==> src/rtl/tick_period_meter.sv <==
// ---------------------------------------------------------------------------
// tick_period_meter
//
// Purpose:
//   Receive-side companion to the free_running tick generator. Measures the
//   spacing between consecutive single-cycle ticks and reports it in the same
//   encoding the generator is programmed with (cycles between ticks - 1).
//   Declares lock once the same spacing has repeated LOCK_CNT times after the
//   reference interval. Flags spacing mismatches while locked, and flags a
//   timeout when no tick arrives within 2^CNT_W cycles.
//
// Parameters:
//   CNT_W        width of the gap counter and of period
//   LOCK_CNT     matching intervals needed for lock (1..15)
//
// Ports:
//   clk          sole clock, rising edge
//   reset        asynchronous active-high reset, clears all state
//   enable       synchronous enable; low forces the reset values next edge
//   tick_in      tick stream, one tick per edge where it is high
//   period       last measured interval, in cycles minus one
//   period_valid one-cycle pulse, period was updated on this edge
//   locked       high while in the LOCKED state
//   mismatch     one-cycle pulse, tick in LOCKED with a different spacing
//   timeout      one-cycle pulse, no tick within 2^CNT_W cycles
// ---------------------------------------------------------------------------
module tick_period_meter #(
  parameter int CNT_W    = 8,
  parameter int LOCK_CNT = 4
) (
  input  logic             clk,
  input  logic             reset,
  input  logic             enable,
  input  logic             tick_in,
  output logic [CNT_W-1:0] period,
  output logic             period_valid,
  output logic             locked,
  output logic             mismatch,
  output logic             timeout
);

  typedef enum logic [1:0] {
    IDLE,
    ACQUIRE,
    TRACK,
    LOCKED
  } state_t;

  localparam logic [CNT_W-1:0] GAP_MAX    = '1;
  localparam logic [3:0]       LOCK_CNT_V = 4'(LOCK_CNT);

  state_t           state;
  logic [CNT_W-1:0] gap;
  logic [3:0]       match_cnt;

  logic [3:0] match_next;
  logic       gap_expired;
  logic       gap_equal;

  // The gap counter saturates at GAP_MAX; reaching it with no tick means the
  // tick source has gone quiet for 2^CNT_W cycles. IDLE holds gap at zero,
  // so the expiry is only meaningful once a first tick has been seen.
  // gap_equal compares the interval just completed against the reference
  // interval held in period.
  assign match_next  = match_cnt + 4'd1;
  assign gap_expired = (gap == GAP_MAX) && !tick_in && (state != IDLE);
  assign gap_equal   = (gap == period);

  // Single state machine owning the gap counter, the match counter and all
  // registered outputs. Pulse outputs default low every enabled edge and are
  // raised only on the edge of their event, which makes them exactly one
  // cycle wide. A tick is handled before a timeout check, so a tick on the
  // would-be timeout edge is measured as period = 2^CNT_W - 1.
  always_ff @(posedge clk or posedge reset) begin
    if (reset) begin
      state        <= IDLE;
      gap          <= '0;
      match_cnt    <= '0;
      period       <= '0;
      period_valid <= 1'b0;
      locked       <= 1'b0;
      mismatch     <= 1'b0;
      timeout      <= 1'b0;
    end else if (!enable) begin
      state        <= IDLE;
      gap          <= '0;
      match_cnt    <= '0;
      period       <= '0;
      period_valid <= 1'b0;
      locked       <= 1'b0;
      mismatch     <= 1'b0;
      timeout      <= 1'b0;
    end else begin
      period_valid <= 1'b0;
      mismatch     <= 1'b0;
      timeout      <= 1'b0;

      case (state)
        IDLE: begin
          gap <= '0;
          if (tick_in) begin
            state <= ACQUIRE;
          end
        end

        ACQUIRE: begin
          if (tick_in) begin
            gap          <= '0;
            period       <= gap;
            period_valid <= 1'b1;
            match_cnt    <= '0;
            state        <= TRACK;
          end else if (gap_expired) begin
            gap       <= '0;
            match_cnt <= '0;
            locked    <= 1'b0;
            timeout   <= 1'b1;
            state     <= IDLE;
          end else begin
            gap <= gap + 1'b1;
          end
        end

        TRACK: begin
          if (tick_in) begin
            gap          <= '0;
            period       <= gap;
            period_valid <= 1'b1;
            if (gap_equal) begin
              match_cnt <= match_next;
              if (match_next == LOCK_CNT_V) begin
                locked <= 1'b1;
                state  <= LOCKED;
              end
            end else begin
              // A different spacing becomes the new reference interval.
              match_cnt <= '0;
            end
          end else if (gap_expired) begin
            gap       <= '0;
            match_cnt <= '0;
            locked    <= 1'b0;
            timeout   <= 1'b1;
            state     <= IDLE;
          end else begin
            gap <= gap + 1'b1;
          end
        end

        LOCKED: begin
          if (tick_in) begin
            gap          <= '0;
            period_valid <= 1'b1;
            if (!gap_equal) begin
              period    <= gap;
              mismatch  <= 1'b1;
              match_cnt <= '0;
              locked    <= 1'b0;
              state     <= TRACK;
            end
          end else if (gap_expired) begin
            gap       <= '0;
            match_cnt <= '0;
            locked    <= 1'b0;
            timeout   <= 1'b1;
            state     <= IDLE;
          end else begin
            gap <= gap + 1'b1;
          end
        end

        default: begin
          gap       <= '0;
          match_cnt <= '0;
          locked    <= 1'b0;
          state     <= IDLE;
        end
      endcase
    end
  end

endmodule

==> config.mk <==
export PLATFORM = sky130hd
export DESIGN_NAME = tick_period_meter
export DESIGN_NICKNAME = d
export VERILOG_FILES = /design/src/rtl/tick_period_meter.sv
export SDC_FILE = /design/constraint.sdc
export NUM_CORES = 1
export LEC_CHECK = 0
export ABC_AREA = 1
export BUFFER_PORTS_ARGS = -buffer_cell sky130_fd_sc_hd__buf_2
export CORE_ASPECT_RATIO = 0.8
export CORE_MARGIN = 2
export CORE_UTILIZATION = 58
export DETAILED_ROUTE_END_ITERATION = 8
export PLACE_DENSITY_LB_ADDON = 0.05
export SLEW_MARGIN = 20
export SYNTH_ARGS = -nofsm -noshare
export SYNTH_HDL_FRONTEND = slang
export SYNTH_SLANG_ARGS = --single-unit
export TNS_END_PERCENT = 5
==> constraint.sdc <==
create_clock -name clk -period 2.05 [get_ports clk]
set_input_delay 0.1025 -clock clk [delete_from_list [all_inputs] [get_ports clk]]
set_output_delay 0.1025 -clock clk [all_outputs]
set_load 0.05 [all_outputs]
* Word-level counts from Yosys, hierarchy flattened
Index checks and enable logic that the tools add are counted.
W data, S select, Z words.
** Storage, ports and cells
- Bits in registers :: 26
- Bits of input ports :: 4
- Logic and storage cells :: 84
- Output and inout bits :: 12
** Operators by class
- Eq/ne operators :: 16
- Add/sub/neg operators :: 2
- Reductions and logical operators :: 11
- Muxes and demuxes :: 47
** Operators by type and width (number)
- $mux W8 :: 7
- $pmux W8 S2 :: 2
- $mux W4 :: 7
- $mux W1 :: 19
- $mux W2 :: 9
- $ne A3 B3 Y1 const B :: 4
- $ne A4 B4 Y1 const B :: 3
- $pmux W4 S3 :: 1
- $add A8 B1 Y8 const B :: 1
- $eq A8 B8 Y1 :: 1
- $eq A8 B8 Y1 const B :: 1
- $pmux W2 S4 :: 1
- $reduce_and A4 Y1 :: 2
- $ne A3 B2 Y1 const B :: 2
- $reduce_and A5 Y1 :: 1
- $add A4 B1 Y4 const B :: 1
- $eq A2 B2 Y1 const B :: 2
- $eq A4 B3 Y1 const B :: 1
- $ne A4 B1 Y1 const B :: 1
- $pmux W1 S3 :: 1
- $reduce_or A3 Y1 :: 1
- $eq A2 B1 Y1 const B :: 1
- $logic_and A1 B1 Y1 :: 2
- $logic_not A2 Y1 :: 1
- 4 further kinds :: 4

* Logic depth before layout (Yosys ltp)
Gate-level depths: netlist of run 1.
- Depth after elaboration :: 7
- Mapped depth :: 13
- Depth with buffers taken out :: 13

* Least setup slack after synthesis of run 1
No wires, ideal clock.
- Kind :: flip-flop to flip-flop
- Start point :: register period[4]
- End point :: register period[0]
- Library setup time :: 0.065 ns
- Clock period less this slack :: 1.562 ns
- Path slack :: 0.488 ns
- Path buffers :: 0
- Data required time :: 1.985 ns
- Arrival time :: 1.497 ns
- Cell stages (with the launch flop) :: 10
- Cells stage by stage :: dfrtp_1 -> xnor2_1 -> nand2_1 -> nor2_2 -> nand2_2 -> nand2_2 -> nand3_4 -> nand2_4 -> nand2_1 -> nand2_1
** On the way
- Cells in the longest elaborated chain, start to end :: 3
** RTL lines
- start, declared :: RTL line 35 : output logic [CNT_W-1:0] period,
- start signal, assigned :: RTL line 109 : period <= gap;
- start signal, assigned :: RTL line 127 : period <= gap;
- start signal, assigned :: RTL line 155 : period <= gap;
- $eq A8 B8 Y1 :: RTL line 67 : assign gap_equal = (gap == period);
- $ne A3 B3 Y1 (no source line)
- $reduce_and A4 Y1 (no source line)
No other way between the ends.
A chain may end at the register's enable or synchronous reset.

* Final worst setup path of run 1
- Start point :: register gap[0]
- End point :: register gap[5]
** On the way
- Cells in the longest elaborated chain, start to end :: 7
- Elaborated cells between the ends (all ways) :: 8
- Classes of those cells :: add/sub: 1; eq/ne: 1; mux: 4; reduce/logical: 2
** RTL lines
- start, declared :: RTL line 53 : logic [CNT_W-1:0] gap;
- start signal, assigned :: RTL line 120 : gap <= gap + 1'b1;
- start signal, assigned :: RTL line 146 : gap <= gap + 1'b1;
- start signal, assigned :: RTL line 168 : gap <= gap + 1'b1;
- parallel branches: the longest is 3 deep, another holds $add A8 B1 Y8
- $mux W8 (*) :: RTL line 113, 139, 161
- $mux W8 (*) :: RTL line 125 : if (tick_in) begin
- $pmux W8 S2 (*) :: RTL line 98 : case (state)
- $mux W8 (*) :: RTL line 84 : end else if (!enable) begin
Mark *: on every way between the ends.

==> results of run 1 <==
==> layout make-up <==
| cell class | instances | share of cell area, % |
|---|---|---|
| tap | 38 | 2.63 |
| sequential | 26 | 36.0 |
| inverter | 29 | 6.03 |
| multi-input combinational | 165 | 47.3 |
| clock inverter | 1 | 1.66 |
| clock buffer | 3 | 1.25 |
| timing repair buffer | 17 | 5.13 |
==> cell usage after synthesis, drive strengths merged <==
master	number	area share, %
o21ai	4	1.2
nand3b	9	4.9
xnor2	5	2.7
o31ai	2	0.92
nand4	3	1.2
nor2	24	6.0
dfrtp	26	40
a21oi	4	1.2
buf	1	0.46
nor4	1	0.39
and2	1	0.39
nor3	2	0.62
inv	29	6.7
nand2	88	21
nor3b	1	0.46
ha	6	4.6
xor2	4	2.2
clkbuf	1	0.23
nand3	11	4.5
==> logic make-up (layout without fill, tap and decap cells) <==
logic type / count (synthesis) / in the layout / share of synthesized area [%]
buffers and inverters: 31 / 50 / 7.40
XOR/XNOR: 9 / 9 / 4.85
AO/OA/AOI/OAI: 10 / 10 / 3.39
AND/OR/NAND/NOR: 140 / 140 / 39.7
flip-flops: 26 / 26 / 40.1
adder cells (fa/ha/maj): 6 / 6 / 4.62
==> flip-flops by register name, summed over array words and instances, names as in the netlist <==
signal	flops
gap	8
locked	1
match_cnt	4
mismatch	1
period	8
period_valid	1
state	2
timeout	1
==> power by group <==
| part | total [mW] | leakage (nW) | switching [mW] | internal (mW) |
|---|---|---|---|---|
| sequential | 0.556 | 0.361 | 0.0232 | 0.532 |
| clock | 0.354 | 0.0279 | 0.157 | 0.198 |
| combinational | 0.314 | 0.636 | 0.221 | 0.0935 |
==> worst paths after layout <==
path	to	slack [ns]	depth (start not counted)	start
worst min register to register	period[3]$_DFFE_PP0P_	0.54	2	period[3]$_DFFE_PP0P_
max in group asynchronous	gap[6]$_DFF_PP0_	1.45	4	reset
min in group asynchronous	match_cnt[2]$_DFFE_PP0P_	0.35	4	reset
worst max register to register	gap[5]$_DFF_PP0_	0.29	10	gap[0]$_DFF_PP0_
worst min-delay path	gap[2]$_DFF_PP0_	0.05	2	tick_in
worst max-delay path	gap[5]$_DFF_PP0_	0.29	10	gap[0]$_DFF_PP0_
==> per-layer routing <==
metal	track usage (%)	up-vias
li1	-	725
met5	0	-
met2	37.1	39
met3	4.41	2
met1	33.4	630
met4	4.44	0
==> timing repair <==
| action | CTS | global route |
|---|---|---|
| hold endpoints to repair | 26 | 0 |
| hold buffers | 1 | 0 |
| gates resized for setup | 0 | 0 |
==> metrics.cfg, run 1 <==
[floorplanning]
die_w_um = 63.2
die-area_sq_um = 3240
coreArea_sq_um = 2700
rows = 17
ios = 16
die_h_um = 51.3
initial_core_util_pct = 60.1

[setup_path]
cp.required_ns = 2.26
crit_type = reg2reg
path_delay_family = simple AND/OR/NAND/NOR gates
slowest_stage = dfrtp_1
critPathMaxStageDelay_ns = 0.48
startpoint_type = register
cp_common_cell = nand2_1
cp-end-kind = register
cp.arrival_ns = 1.97
cp_cell_sequence = ha_1 -> nand2_1 -> inv_1 -> nand2_1 -> nor2_2 -> nand3b_4 -> nand2_1 -> inv_2 -> nand2_2 -> nor3_1
path_buf_inv = 2
crit_fanout = 7

[timing]
max_freq_ghz = 0.569
relSlewSlack_pct = 78.2
period_share_pct = 85.7
layout_setup_ws_ns = 0.294
whs_ns = 0.0492
final.min_clock_period_ns = 1.76
rsz0062_at_grt = no
finalHoldViolCount = 0
setup_viol_count_final = 0
report.final.slew_viol_count = 0
final.setup_skew_ns = 0.00800
tightest_slew_ns = 0.328
finalSetupTns_ns = 0

[logic_synthesis]
ys_seq_area_share_pct = 40.1
syn_area_sq_um = 1620
synth-seq-cells = 26
synthCells = 222
postSynthAreaPerCell_sq_um = 7.32
ys_types = 27
synth.net_count = 232
yosys_warnings = 0

[final_layout]
drive_gt1_share_pct = 14.1
layout.nets = 252
fillers = 249
layout.area.seq_sq_um = 651
layout_commonest_cell = nand2_1
diodes = 0
stdcell_count = 279
fin_util_pct = 66.8
fin_area_sq_um = 1810
multi_input_area_sq_um = 853
layout_common_cells = nand2_1 (84), dfrtp_1 (26), inv_1 (25)
area_growth_pct = 11.2

[cts]
post_cts_buffers = 0
cts_tree = built
htreeDepth = 1
cts_buffers = 3
root_buffer = clkbuf_4
cts.clk_slew.worst_paths_ns = 0.15
insertion_delay_ns = 0.33
clockBufferDepth = 2
clock-sinks = 26

[placement]
gp_congestion = 0.926
placed_cells = 274
dpl.hpwl_mm = 2.56
port_buffers = 15
place_area_sq_um = 1740
dp_slack_ns = 0.346

[grt]
grt_max_degree = 27
grt_pass1_vias = 1283
grt_first_pass_wirelength_mm = 5.80
grt-ovfl-total = 0
grt_usage_pct = 23.3
antenna_found_initial = 0

[outcome]
status = completed

[drt]
drc = 0
num_vias = 1396
drt-initial-drc-count = 90
routed_wirelength_mm = 3.36
routed.top_layer = met4
wl_met2_mm = 1.44
final_antenna_net_count = 0
wl_met1_mm = 1.73
firstDrtPassIters = 4
via_per_inst = 5.00
drt-wirelength-per-cell_um = 12.1
met3_length_um = 174

[job]
max-cap-violations = 0

[power_and_ir_drop]
vdd_ir_drop_max_uv = 457
powerDensity_nw_per_um2 = 678
p_leak_nw = 1.02
finalPower_mw = 1.22

[worst_hold_path]
hp-class = in2reg

Note: power is estimated with default switching activity, not from simulation.
==> inputs of run 2 (changes only) <==
PLACE_DENSITY = 0.76   (was unset)
PLACE_DENSITY_LB_ADDON = unset   (was 0.05)
==> metrics.cfg, run 2 (same netlist as run 1, synthesis figures left out) <==
[cts]
cts.clk_slew.worst_paths_ns = 0.15  ; about the same
root_buffer = clkbuf_4
htreeDepth = 1  ; unchanged
insertion_delay_ns = 0.33  ; about the same
clock-sinks = 26  ; unchanged
clockBufferDepth = 2  ; unchanged
post_cts_buffers = 0  ; unchanged
cts_tree = built
cts_buffers = 3  ; unchanged

[grt]
antenna_found_initial = 0  ; unchanged
grt_first_pass_wirelength_mm = 5.76  ; -0.71%
grt_pass1_vias = 1306  ; +1.8%
grt-ovfl-total = 0  ; unchanged
grt_max_degree = 27  ; unchanged
grt_usage_pct = 22.7  ; -0.58 points

[placement]
gp_congestion = 0.830  ; -10%
port_buffers = 15  ; unchanged
dpl.hpwl_mm = 2.42  ; -5.4%

[final_layout]
layout_commonest_cell = nand2_1
area_growth_pct = 11.2  ; unchanged
fillers = 247  ; -0.80%
reg_top3 = gap: 8 flops, period: 8 flops, match_cnt: 4 flops
layout_common_cells = nand2_1 (84), dfrtp_1 (26), inv_1 (25)
layout.nets = 252  ; unchanged
diodes = 0  ; unchanged
drive_gt1_share_pct = 14.1  ; unchanged
fin_util_pct = 66.8  ; unchanged

[power_and_ir_drop]
combPwrFrac_pct = 25.6  ; about the same
seqPwrFrac_pct = 45.1  ; -0.3 points
finalPower_mw = 1.23  ; +0.49%
p_int_mw = 0.824  ; about the same
switching_share_pct = 33.1  ; +0.33 points
powerDensity_nw_per_um2 = 681  ; +0.49%
vdd_ir_drop_max_uv = 463  ; +1.3%
p_clk_share_pct = 29.3  ; +0.4 points
p_leak_nw = 1.02  ; unchanged
switchingPower_mw = 0.407  ; +1.5%

[setup_path]
cp_cell_sequence = ha_1 -> nand2_1 -> inv_1 -> nand2_1 -> nor2_2 -> nand3b_4 -> nand2_1 -> inv_2 -> nand2_2 -> nor3_1
cp.required_ns = 2.28  ; +0.02 ns
critPathMaxStageDelay_ns = 0.48  ; about the same
crit_type = reg2reg
startpoint_type = register
worstSetupStartpoint = gap[0]$_DFF_PP0_
cp-end-kind = register
cp.arrival_ns = 1.94  ; -0.03 ns
worstReg2RegStart = gap[0]$_DFF_PP0_
cp_common_cell = nand2_1
slowest_stage = dfrtp_1
crit_fanout = 7  ; unchanged

[floorplanning]
die_w_um = 63.2  ; unchanged
die-area_sq_um = 3240  ; unchanged
initial_core_util_pct = 60.1  ; unchanged
rows = 17  ; unchanged
die_h_um = 51.3  ; unchanged
ios = 16  ; unchanged
coreArea_sq_um = 2700  ; unchanged

[timing]
setup_viol_count_final = 0  ; unchanged
finalSetupTns_ns = 0  ; unchanged
period_share_pct = 83.6  ; -2.1 points
rsz0062_at_grt = no
relSlewSlack_pct = 77.8  ; -0.33 points
final.min_clock_period_ns = 1.71  ; -0.0433 ns
max_freq_ghz = 0.584  ; +2.5%
report.final.slew_viol_count = 0  ; unchanged
final.setup_skew_ns = 0.00357  ; -0.00443 ns
tightest_slew_ns = 0.333  ; +0.00500 ns
finalHoldViolCount = 0  ; unchanged

[drt]
routed_wirelength_mm = 3.23  ; -3.8%
final_antenna_net_count = 0  ; unchanged
drt-wirelength-per-cell_um = 11.6  ; -3.8%
via_per_inst = 4.94  ; -1.3%
drc = 0  ; unchanged
firstDrtPassIters = 5  ; +1
drt-initial-drc-count = 56  ; -38%
num_vias = 1378  ; -1.3%

[worst_hold_path]
min_from = tick_in
hp-class = in2reg

[job]
max-cap-violations = 0  ; unchanged

[outcome]
status = completed

[run 2: area by class of cell]
cell class | instances | area, sq um | share of cell area (%)
inverter | 29 | 109 | 6.03
clock inverter | 1 | 30.0 | 1.66
tap | 38 | 47.5 | 2.63
clock buffer | 3 | 22.5 | 1.25
multi-input combinational | 165 | 853 | 47.3
timing repair buffer | 17 | 92.6 | 5.13
sequential | 26 | 651 | 36.0
[run 2: timing repair]
action	in CTS	in global routing
resized for setup	0	0
hold buffers	1	0
hold endpoints to repair	26	0
[run 2: metal layers]
layer / track usage, % / wire [um]
met1: 33.6 / 1740
met2: 33.9 / 1350
met3: 5.29 / 130
met4: 4.44 / 9
met5: 0 / 0
[run 2: stage by stage]
step           instances  setup WS (ns)  instance area [sq um]  hold slack (ns)
2_1_floorplan        222          0.488                   1620            0.143
3_3_place_gp         274          0.348                   1740            0.178
3_5_place_dp         274          0.362                   1740            0.183
4_1_cts              279          0.335                   1810           0.0365
5_1_grt              279          0.149                   1810           0.0433
6_report             279          0.337                   1810           0.0477
[run 2: critical path, delay by kind of cell, from the launching register on]
| family | cells | cell delay, ns |
|---|---|---|
| buffers and inverters | 2 | 0.14 |
| adders and majority gates | 1 | 0.20 |
| DFF | 1 | 0.48 |
| and+or+nand+nor | 7 | 0.78 |
[run 2: power by group through the flow]
stage / combinational (mW) / sequential, mW / clock, mW
finish: 0.315 / 0.555 / 0.361
global route: 0.360 / 0.559 / 0.383
CTS: 0.314 / 0.556 / 0.365
detailed placement: 0.311 / 0.565 / 0
global placement: 0.305 / 0.565 / 0
floorplan: 0.223 / 0.581 / 0
[run 2: worst paths after layout]
path	end	slack, ns	cells past startpoint
worst max-delay path	gap[5]$_DFF_PP0_	0.34	10
worst min-delay path	gap[2]$_DFF_PP0_	0.05	2
worst max register to register	gap[5]$_DFF_PP0_	0.34	10
worst min register to register	period[6]$_DFFE_PP0P_	0.53	2
max in group asynchronous	gap[1]$_DFF_PP0_	1.44	4
min in group asynchronous	match_cnt[0]$_DFFE_PP0P_	0.36	4
==> inputs of run 3 (changes only) <==
clock period = 1.6 ns   (was 2.05 ns; I/O delays follow)
==> metrics.cfg, run 3 (same netlist as run 1, synthesis figures left out) <==
[placement]
place_area_sq_um = 1810  ; +3.9%
dpl.hpwl_mm = 2.40  ; -1.2%
gp_congestion = 0.867  ; +4.6%
port_buffers = 15  ; unchanged

[cts]
cts_tree = built
clock-sinks = 26  ; unchanged
cts.clk_slew.worst_paths_ns = 0.16  ; about the same
clockBufferDepth = 2  ; unchanged
htreeDepth = 1  ; unchanged
cts_buffers = 3  ; unchanged
root_buffer = clkbuf_4
insertion_delay_ns = 0.33  ; about the same

[power_and_ir_drop]
finalPower_mw = 1.74  ; +41%
vdd_ir_drop_max_uv = 566  ; +22%
p_leak_nw = 1.14  ; +11%
powerDensity_nw_per_um2 = 847  ; +24%

[outcome]
violations = negative setup slack
status = finished with violations

[timing]
layout_setup_ws_ns = -0.0112  ; -0.348 ns
final.setup_skew_ns = 0.0130  ; +0.00944 ns
finalHoldViolCount = 0  ; unchanged
finalSetupTns_ns = -0.0112  ; -0.0112 ns
period_share_pct = 101  ; +17 points
setup_viol_count_final = 1  ; +1
relSlewSlack_pct = 73.7  ; -4.1 points
report.final.slew_viol_count = 0  ; unchanged
tightest_slew_ns = 0.393  ; +0.0599 ns
rsz0062_at_grt = yes
final.min_clock_period_ns = 1.61  ; -0.102 ns
max_freq_ghz = 0.621  ; +6.3%

[grt]
grt_usage_pct = 23.0  ; +0.34 points
grt_first_pass_wirelength_mm = 5.75  ; -0.12%
grt_max_degree = 27  ; unchanged
grt-ovfl-total = 0  ; unchanged
grt_pass1_vias = 1226  ; -6.1%
antenna_found_initial = 0  ; unchanged

[final_layout]
fillers = 225  ; -8.9%
area_growth_pct = 26.3
layout_common_cells = nand2_1 (80), dfrtp_1 (26), inv_1 (22)
fin_area_sq_um = 2050  ; +14%
layout.area.seq_sq_um = 651  ; unchanged
drive_gt1_share_pct = 25.7  ; +12 points
reg_top3 = gap: 8 flops, period: 8 flops, match_cnt: 4 flops
multi_input_area_sq_um = 980  ; +15%
diodes = 0  ; unchanged
layout_commonest_cell = nand2_1
layout.nets = 268  ; +6.3%

[floorplanning]
die_w_um = 63.2  ; unchanged
die_h_um = 51.3  ; unchanged
rows = 17  ; unchanged
ios = 16  ; unchanged
die-area_sq_um = 3240  ; unchanged
coreArea_sq_um = 2700  ; unchanged
initial_core_util_pct = 60.1  ; unchanged

[setup_path]
crit_fanout = 4  ; -3
worstReg2RegStart = state[0]$_DFFE_PP0P_
cp.arrival_ns = 1.84  ; -0.10 ns
cp-end-kind = register
cp.required_ns = 1.83  ; -0.45 ns
cp_common_cell = buf_6
cp_cell_sequence = buf_6 -> ha_4 -> buf_6 -> nor2_2 -> nor2_1 -> o31ai_1 -> a21oi_1 -> nand3_1 -> nand2_1
startpoint_type = register
crit_type = reg2reg
slowest_stage = dfrtp_1
worstSetupStartpoint = state[0]$_DFFE_PP0P_
critPathMaxStageDelay_ns = 0.43  ; -0.05 ns

[drt]
met3_length_um = 249  ; +92%
drc = 0  ; unchanged
firstDrtPassIters = 4  ; -1
via_per_inst = 5.06  ; +2.4%
routed_wirelength_mm = 3.70  ; +15%
num_vias = 1492  ; +8.3%
routed.top_layer = met4
wl_met1_mm = 1.77  ; +1.6%
final_antenna_net_count = 0  ; unchanged
wl_met2_mm = 1.65  ; +22%
drt-initial-drc-count = 79  ; +41%
drt-wirelength-per-cell_um = 12.6  ; +8.3%

[job]
max-cap-violations = 0  ; unchanged

[worst_hold_path]
min_from = tick_in
hp-class = in2reg

## run 3: cell types whose count changed in the layout (fill, tap and decap cells not counted), sizes merged
cell / before / now
buf: 16 / 31
nand3: 11 / 12
## run 3: per-layer routing
| layer | up-vias | GRT usage [%] |
|---|---|---|
| li1 | 764 | - |
| met1 | 669 | 32.7 |
| met2 | 54 | 36.5 |
| met3 | 5 | 4.63 |
| met4 | 0 | 5.19 |
| met5 | - | 0 |
## run 3: through the flow
step | hold slack [ns] | setup WS, ns | instances | utilization [%]
floorplan | 0.120 | 0.0378 | 222 | -
global placement | 0.155 | 0.0555 | 283 | 67.0
detailed placement | 0.152 | 0.0133 | 283 | 67.0
global route | 0.0588 | -0.110 | 295 | 76.0
finish | 0.0530 | -0.0112 | 295 | 76.0
CTS | 0.0249 | 0.00135 | 290 | 70.1
## run 3: final timing paths
check	end	slack, ns	cells past startpoint
worst min register to register	locked$_DFFE_PP0P_	0.53	2
max in group asynchronous	period[5]$_DFFE_PP0P_	1.03	4
worst min-delay path	gap[2]$_DFF_PP0_	0.05	2
min in group asynchronous	match_cnt[1]$_DFFE_PP0P_	0.32	4
worst max register to register	state[0]$_DFFE_PP0P_	-0.01	9
worst max-delay path	state[0]$_DFFE_PP0P_	-0.01	9
## run 3: worst max-delay path: cells and delay by family, from the launching register on
family                     cells  cell delay, ns
and+or+nand+nor                4            0.27
buffers and inverters          2            0.27
adders and majority gates      1            0.16
AOI/OAI and AO/OA              2            0.38
DFF                            1            0.43
## run 3: cell type report
| class | instances | share of cell area (%) |
|---|---|---|
| clock inverter | 1 | 1.46 |
| timing repair buffer | 32 | 10.4 |
| clock buffer | 3 | 1.10 |
| sequential | 26 | 31.7 |
| inverter | 29 | 5.30 |
| multi-input combinational | 166 | 47.7 |
| tap | 38 | 2.32 |
## run 3: power breakdown
| group | switching [mW] | total [mW] | internal, mW |
|---|---|---|---|
| registers | 0.0220 | 0.704 | 0.682 |
| clock network | 0.211 | 0.465 | 0.254 |
| logic | 0.367 | 0.570 | 0.203 |
## run 3: timing repair
action / CTS / global route
pin swaps: 0 / 13
hold buffers: 1 / 0
gates cloned: 0 / 1
resized for setup: 1 / 29
buffers inserted: 2 / 4
hold endpoints to repair: 26 / 0
setup endpoints to repair: 4 / 22
